`src/rtl/adder_pkg.sv`:
```
// adder_pkg: shared types, default sizes and the flat lookahead carry function for the CLA adder/subtractor.
package adder_pkg;
    typedef enum logic {OP_ADD = 1'b0, OP_SUB = 1'b1} op_e;
    localparam int DEF_WIDTH  = 32;
    localparam int DEF_STAGES = 2;
    localparam int DEF_GROUP  = 4;
    localparam int MAXG       = 16;
    // Every carry is a flat sum of products from c0, so no carry waits on a neighbour's result.
    function automatic logic [MAXG:0] cla_carry(input logic [MAXG-1:0] g, input logic [MAXG-1:0] p, input logic c0);
        logic [MAXG:0] c;
        logic pp;
        c = '0;
        c[0] = c0;
        for (int i = 0; i < MAXG; i++) begin
            pp = 1'b1;
            for (int j = i; j >= 0; j--) begin
                c[i+1] = c[i+1] | (pp & g[j]);
                pp = pp & p[j];
            end
            c[i+1] = c[i+1] | (pp & c0);
        end
        return c;
    endfunction
endpackage

```
`src/rtl/cla_segment.sv`:
```
// cla_segment: combinational SEG-bit carry-lookahead adder built from GROUP-bit lookahead groups.
module cla_segment
    import adder_pkg::*;
#(
    parameter int SEG   = 16,
    parameter int GROUP = 4
) (
    input  logic [SEG-1:0]       i_a,
    input  logic [SEG-1:0]       i_b,
    input  logic                 i_cin,
    output logic [SEG-1:0]       o_sum,
    output logic [SEG/GROUP-1:0] o_g,
    output logic [SEG/GROUP-1:0] o_p,
    output logic                 o_cout,
    output logic                 o_c_msb
);
    localparam int NG = SEG / GROUP;
    logic [SEG-1:0] w_gen, w_prop, w_c;
    logic [MAXG:0]  w_gc;
    logic           w_unused;
    assign w_gen  = i_a & i_b;
    assign w_prop = i_a ^ i_b;
    assign w_gc   = cla_carry(MAXG'(o_g), MAXG'(o_p), i_cin);
    genvar i;
    for (i = 0; i < NG; i++) begin : g_grp
        logic [MAXG-1:0] w_gg, w_gp;
        logic [MAXG:0]   w_bc, w_g0;
        logic            w_unused;
        assign w_gg = MAXG'(w_gen[i*GROUP +: GROUP]);
        assign w_gp = MAXG'(w_prop[i*GROUP +: GROUP]);
        assign w_bc = cla_carry(w_gg, w_gp, w_gc[i]);
        assign w_g0 = cla_carry(w_gg, w_gp, 1'b0);
        assign w_c[i*GROUP +: GROUP] = w_bc[GROUP-1:0];
        assign o_g[i] = w_g0[GROUP];
        assign o_p[i] = &w_prop[i*GROUP +: GROUP];
        assign w_unused = ^{w_bc, w_g0};
    end
    assign o_sum    = w_prop ^ w_c;
    assign o_cout   = w_gc[NG];
    assign o_c_msb  = w_c[SEG-1];
    assign w_unused = ^w_gc;
endmodule

```
`src/rtl/pipelined_cla_addsub.sv`:
```
// pipelined_cla_addsub: skewed pipeline of CLA segments with registered inter-segment carry,
// add/sub mode and a valid/ready handshake with flush.
module pipelined_cla_addsub
    import adder_pkg::*;
#(
    parameter int WIDTH  = DEF_WIDTH,
    parameter int STAGES = DEF_STAGES,
    parameter int GROUP  = DEF_GROUP
) (
    input  logic             clk,
    input  logic             rst_n,
    input  logic             i_flush,
    input  logic             i_in_valid,
    output logic             o_in_ready,
    input  op_e              i_op,
    input  logic             i_cin,
    input  logic [WIDTH-1:0] i_a,
    input  logic [WIDTH-1:0] i_b,
    output logic             o_out_valid,
    input  logic             i_out_ready,
    output logic [WIDTH-1:0] o_sum,
    output logic             o_cout,
    output logic             o_overflow,
    output logic             o_zero,
    output logic             o_negative
);
    localparam int SEG = WIDTH / STAGES;
    localparam int NG  = SEG / GROUP;
    localparam int L   = STAGES - 1;
    if (WIDTH % STAGES != 0 || SEG % GROUP != 0 || GROUP % 4 != 0 || GROUP > MAXG || NG > MAXG) begin : g_bad
        $error("pipelined_cla_addsub: illegal WIDTH/STAGES/GROUP combination");
    end
    logic [WIDTH-1:0] w_b;
    assign w_b = i_b ^ {WIDTH{i_op == OP_SUB}};
    genvar k;
    for (k = 0; k < STAGES; k++) begin : g_stg
        localparam int RW = SEG * (k + 1);
        localparam int IW = WIDTH - SEG * k;
        logic          r_valid, w_adv, w_load, w_cin, w_cout, w_cmsb, r_c;
        logic [IW-1:0] w_ia, w_ib;
        logic [SEG-1:0] w_sum;
        logic [RW-1:0] r_res, w_res;
        logic [NG-1:0] w_g_unused, w_p_unused;
        cla_segment #(.SEG(SEG), .GROUP(GROUP)) u_seg (
            .i_a(w_ia[SEG-1:0]), .i_b(w_ib[SEG-1:0]), .i_cin(w_cin), .o_sum(w_sum),
            .o_g(w_g_unused), .o_p(w_p_unused), .o_cout(w_cout), .o_c_msb(w_cmsb)
        );
        if (k == 0) begin : g_first
            assign w_ia   = i_a;
            assign w_ib   = w_b;
            assign w_cin  = i_cin;
            assign w_res  = w_sum;
            assign w_load = i_in_valid & o_in_ready;
        end else begin : g_next
            assign w_ia   = g_stg[k-1].g_up.r_a;
            assign w_ib   = g_stg[k-1].g_up.r_b;
            assign w_cin  = g_stg[k-1].r_c;
            assign w_res  = {w_sum, g_stg[k-1].r_res};
            assign w_load = g_stg[k-1].w_adv;
        end
        if (k == L) begin : g_last
            logic r_cmsb;
            assign w_adv = r_valid & i_out_ready;
            always_ff @(posedge clk or negedge rst_n) begin
                if (!rst_n) r_cmsb <= 1'b0;
                else if (w_load) r_cmsb <= w_cmsb;
            end
        end else begin : g_up
            logic [IW-SEG-1:0] r_a, r_b;
            logic              w_unused;
            assign w_unused = w_cmsb;
            assign w_adv = r_valid & (!g_stg[k+1].r_valid | g_stg[k+1].w_adv);
            // Operands still to be summed travel with the op, already inverted for SUB.
            always_ff @(posedge clk or negedge rst_n) begin
                if (!rst_n) begin
                    r_a <= '0;
                    r_b <= '0;
                end else if (w_load) begin
                    r_a <= w_ia[IW-1:SEG];
                    r_b <= w_ib[IW-1:SEG];
                end
            end
        end
        always_ff @(posedge clk or negedge rst_n) begin
            if (!rst_n) begin
                r_valid <= 1'b0;
                r_res   <= '0;
                r_c     <= 1'b0;
            end else begin
                r_valid <= !i_flush & (w_load | (r_valid & !w_adv));
                if (w_load) begin
                    r_res <= w_res;
                    r_c   <= w_cout;
                end
            end
        end
    end
    assign o_in_ready  = !i_flush & (!g_stg[0].r_valid | g_stg[0].w_adv);
    assign o_out_valid = g_stg[L].r_valid;
    assign o_sum       = g_stg[L].r_res;
    assign o_cout      = g_stg[L].r_c;
    assign o_overflow  = g_stg[L].g_last.r_cmsb ^ g_stg[L].r_c;
    assign o_zero      = ~|o_sum;
    assign o_negative  = o_sum[WIDTH-1];
endmodule

```
`config.mk`:
```
export PLATFORM = sky130hd
export DESIGN_NAME = pipelined_cla_addsub
export DESIGN_NICKNAME = d
export VERILOG_FILES = /design/src/rtl/adder_pkg.sv /design/src/rtl/cla_segment.sv /design/src/rtl/pipelined_cla_addsub.sv
export SDC_FILE = /design/constraint.sdc
export NUM_CORES = 1
export LEC_CHECK = 0
export ABC_AREA = 1
export BUFFER_PORTS_ARGS = -buffer_cell sky130_fd_sc_hd__buf_2
export CORE_UTILIZATION = 50
export CTS_CLUSTER_DIAMETER = 80
export DETAILED_ROUTE_END_ITERATION = 6
export PLACE_DENSITY = 0.73
export SLEW_MARGIN = 25
export SYNTH_ARGS = -nofsm -noshare
export SYNTH_HDL_FRONTEND = slang
export SYNTH_SLANG_ARGS = --single-unit
```
`constraint.sdc`:
```
create_clock -name clk -period 1.8 [get_ports clk]
set_input_delay 0.27 -clock clk [delete_from_list [all_inputs] [get_ports clk]]
set_output_delay 0.27 -clock clk [all_outputs]
set_load 0.005 [all_outputs]
```
==> results.cfg <==
[cts]
clock_sinks = 85
cts.clk_slew.worst_paths_ps = 80
clock_tree_from_tritoncts = built
clkLatencyLatePin_ps = 360
cts_made_buffers = 9
clock_tree.buffer_depth = 2
clock-root-buffer = sky130_fd_sc_hd__clkbuf_8
clock_tree.htree_level_count = 3

[global_route]
grt_pass1_wl_mm = 20.6
grt_use_total_pct = 25.3
first_global_vias = 4392
antenna_found_initial = 0
grt_start_max_net_pins = 86
global_route.overflow_total = 0

[power_and_ir_drop]
p_leak_uw = 0.00389
irDropWorstVdd_mv = 0.443
report.power.total_uw = 7440
power-per-cell-area_nw_per_um2 = 1030

[yosys]
netlist-cell-type-count = 42
synthesis.nets = 736
mappedNetlistArea_um2 = 5120
synth-seq-cells = 85
synth.yosys.seq_area_share_pct = 41.5
synth.yosys.warnings = 0
netlist_instances = 625
avg_synthesized_cell_area_um2 = 8.19

[timing]
final.min_clock_period_ps = 1980
fin_crit_sh_pct = 110
tightest_slew_ps = 442
hold_viol = 0
setup_repair_after_global_routing_missed_its_margin = true
finalSetupViolations = 11
final-max-slew-violation-count = 0
sum_neg_setup_slack_ps = -1400
maxSlewHeadroom_pct = 70.6
skew_ps = 6.24
achievable-frequency_ghz = 0.504
setup_ws_ps = -183

[critical_path]
worst-r2r-cell-count = 8
startpoint = g_stg[0].g_up.r_a[1]
worstPathRequired_ps = 2030
rr_startpoint = g_stg[0].g_up.r_a[1]
cp-endpoint = o_sum[21]
worst_setup_path_start_kind = flop
worst_ep_arrival_time_ps = 2210
crit_path_max_fanout = 4
worstSetupPathType = reg2reg
crit_path_capture_type = flop
worst-r2r-setup-slack_ps = -180
r2r-end = o_sum[21]

[place]
routabilityCongestion = 0.878
place.detailed.hpwl_mm = 9.37
port_buffers = 108
pre_cts_ws_ps = -491

[routing]
route.antenna.remaining_nets = 0
drt-total-wl_mm = 13.3
detailedRoute.firstIterationViolations = 174
dr_total_vias = 4734
detail_route.vias_per_cell = 4.94
detailedRoute.firstPassIterationCount = 4
drt_drc = 0
routed_wire_length_per_instance_um = 13.9

[die]
io_pins = 109
dieHeight_um = 103
fp.dieW_um = 103
core-area_um2 = 9860
die-area_um2 = 10600
initial_utilization_pct = 51.9
placement_row_count = 36

[final_layout]
multi_input_area_um2 = 3030
layout-area-overhead-vs-synth_pct = 41.0
antenna-diode-count = 0
finish.net_count = 933
post_route_cells_drive_above_1_share_pct = 38.0
final_core_util_pct = 73.2
n_fill_cell = 714
regArea_um2 = 2130

[flow_run]
max_cap_viols = 0

[run_status]
outcome = complete, but fails checks
violations = negative setup slack

[worst_hold_path]
timing.hold.worst.class = in2reg
logic make-up (layout without fill, tap and decap cells):
family                     count (synthesis)  in the layout  synth area share, %
xor gates and xnor gates                  42             42                 7.18
buffers and inverters                     81            282                 6.79
adders and majority gates                 40             40                 10.9
DFF                                       85             85                 41.5
and+or+nand+nor                          307            307                 25.7
AOI/OAI and AO/OA                         70             70                 7.80
worst max-delay path, stage by stage (launching register included):
cell and delay, ps:
sky130_fd_sc_hd__dfrtp_1 390, sky130_fd_sc_hd__ha_1 310, sky130_fd_sc_hd__or2_4 270, sky130_fd_sc_hd__nand3_4 90, sky130_fd_sc_hd__nand2_4 70, sky130_fd_sc_hd__buf_6 130, sky130_fd_sc_hd__fa_2 370, sky130_fd_sc_hd__xnor2_2 170
sky130_fd_sc_hd__o21ai_1 70
Yosys cell counts:
library cell | count | share of area (%)
sky130_fd_sc_hd__a21oi_2 | 1 | 0.17
sky130_fd_sc_hd__o31ai_1 | 1 | 0.15
sky130_fd_sc_hd__fa_1 | 8 | 3.1
sky130_fd_sc_hd__buf_4 | 5 | 0.73
sky130_fd_sc_hd__a21oi_1 | 15 | 1.5
sky130_fd_sc_hd__nor2_2 | 1 | 0.12
sky130_fd_sc_hd__nor4_1 | 1 | 0.12
sky130_fd_sc_hd__a21boi_1 | 1 | 0.15
sky130_fd_sc_hd__nand3_2 | 1 | 0.20
sky130_fd_sc_hd__o21ai_1 | 31 | 3.0
sky130_fd_sc_hd__nand2_1 | 218 | 16
sky130_fd_sc_hd__clkinv_2 | 1 | 0.098
sky130_fd_sc_hd__a221oi_1 | 5 | 0.86
sky130_fd_sc_hd__clkinv_1 | 1 | 0.073
sky130_fd_sc_hd__xnor2_1 | 25 | 4.3
sky130_fd_sc_hd__a31oi_1 | 1 | 0.12
sky130_fd_sc_hd__o22ai_1 | 1 | 0.12
sky130_fd_sc_hd__clkbuf_1 | 4 | 0.29
sky130_fd_sc_hd__inv_1 | 52 | 3.8
sky130_fd_sc_hd__o21ai_0 | 11 | 1.1
sky130_fd_sc_hd__inv_2 | 6 | 0.44
sky130_fd_sc_hd__o311ai_1 | 1 | 0.17
sky130_fd_sc_hd__nand2_2 | 11 | 1.3
sky130_fd_sc_hd__xor2_1 | 17 | 2.9
sky130_fd_sc_hd__nand4_1 | 5 | 0.61
sky130_fd_sc_hd__nand2_4 | 4 | 0.88
sky130_fd_sc_hd__nand3b_1 | 5 | 0.73
sky130_fd_sc_hd__and3_1 | 1 | 0.12
sky130_fd_sc_hd__nor2_1 | 34 | 2.5
sky130_fd_sc_hd__a21oi_4 | 1 | 0.32
sky130_fd_sc_hd__clkbuf_8 | 1 | 0.27
sky130_fd_sc_hd__nand3_4 | 1 | 0.34
sky130_fd_sc_hd__and2_1 | 1 | 0.12
sky130_fd_sc_hd__or2_4 | 1 | 0.17
sky130_fd_sc_hd__o22a_1 | 1 | 0.17
sky130_fd_sc_hd__nor3_1 | 2 | 0.20
sky130_fd_sc_hd__ha_1 | 32 | 7.8
sky130_fd_sc_hd__buf_2 | 11 | 1.1
sky130_fd_sc_hd__nor3_4 | 1 | 0.32
sky130_fd_sc_hd__nand3_1 | 19 | 1.9
sky130_fd_sc_hd__or2_1 | 1 | 0.12
sky130_fd_sc_hd__dfrtp_1 | 85 | 42
registers in the layout, indices dropped and copies added (netlist names):
| name | flops |
|---|---|
| g_stg.g_up.r_b | 16 |
| o_cout | 1 |
| g_stg.r_valid | 1 |
| g_stg.r_res | 16 |
| g_stg.g_up.r_a | 16 |
| g_stg.g_last.r_cmsb | 1 |
| g_stg.r_c | 1 |
| o_out_valid | 1 |
| o_sum | 32 |
where the power goes:
group          leakage (uW)  internal (uW)  switching, uW
clock network      0.000130           1090            667
registers           0.00106           2350            339
logic               0.00270           1520           1470
metal layers:
metal  routed length (um)  vias up  track usage (%)
met3                  521       25             3.90
met4                  318        0             9.86
met5                    0        -                0
met2                 6190      139             38.3
li1                     -     2366                -
met1                 6320     2204             36.8
cell type report:
class	instances	area share (%)
flip-flops and latches	85	29.5
clock buffers	11	1.96
clock inverters	4	1.66
well taps	133	2.31
repair buffers	207	19.5
multi-input cells	459	41.9
inverters	60	3.17
per-stage QoR:
step                      hold slack [ps]  instances  instance area (um^2)
after global placement                330        919                  6410
after CTS                            65.9        942                  6870
final                                75.9        959                  7220
after global routing                 59.9        959                  7220
after detailed placement              338        919                  6410
after floorplan                     -25.6        625                  5250
repair_timing:
item                                    4_1_cts  5_1_grt
setup buffers                                 7       20
endpoints found under the hold margin        85        0
pin swaps                                    39       39
hold buffers                                  1        0
resized for setup                            25       49
endpoints found under the setup margin       13       22
cloned                                        1        0
worst min path at each step:
stage                  from                    end  depth (start not counted)  slack (ps)
floorplan             rst_n   g_stg[0].g_up.r_a[0]                          0         -30
global placement      rst_n  g_stg[0].g_up.r_b[14]                          2         330
detailed placement    rst_n  g_stg[0].g_up.r_b[14]                          2         340
CTS                 i_flush       g_stg[0].r_valid                          2          70
global route        i_flush       g_stg[0].r_valid                          2          60
finish              i_flush       g_stg[0].r_valid                          2          80
cell usage in the layout, fill, tap and decap left out, types with 2 or more instances in the layout:
master                      instances
sky130_fd_sc_hd__a21oi_2            4
sky130_fd_sc_hd__buf_12             5
sky130_fd_sc_hd__a21oi_1           11
sky130_fd_sc_hd__nand2_2           27
sky130_fd_sc_hd__xnor2_2            5
sky130_fd_sc_hd__a221oi_1           4
sky130_fd_sc_hd__dfrtp_1           85
sky130_fd_sc_hd__nor2_1            31
sky130_fd_sc_hd__xnor2_1           18
sky130_fd_sc_hd__inv_2             10
sky130_fd_sc_hd__xnor2_4            2
sky130_fd_sc_hd__a21oi_4            2
sky130_fd_sc_hd__buf_6              7
sky130_fd_sc_hd__inv_1             48
sky130_fd_sc_hd__nor3_1             2
sky130_fd_sc_hd__ha_4              10
sky130_fd_sc_hd__clkbuf_8          10
sky130_fd_sc_hd__nor2_2             3
sky130_fd_sc_hd__xor2_1            12
sky130_fd_sc_hd__nand3_2            4
sky130_fd_sc_hd__nand2_4            8
sky130_fd_sc_hd__o21ai_0            8
sky130_fd_sc_hd__nand4_1            5
sky130_fd_sc_hd__ha_1              22
sky130_fd_sc_hd__buf_4             86
sky130_fd_sc_hd__xor2_2             5
sky130_fd_sc_hd__o21ai_1           33
sky130_fd_sc_hd__nand3b_1           5
sky130_fd_sc_hd__nand2_1          198
sky130_fd_sc_hd__bufinv_16          4
sky130_fd_sc_hd__buf_2            106
sky130_fd_sc_hd__fa_2               6
sky130_fd_sc_hd__fa_1               2
sky130_fd_sc_hd__nand3_1           16
(Power assumes the default switching activity.)
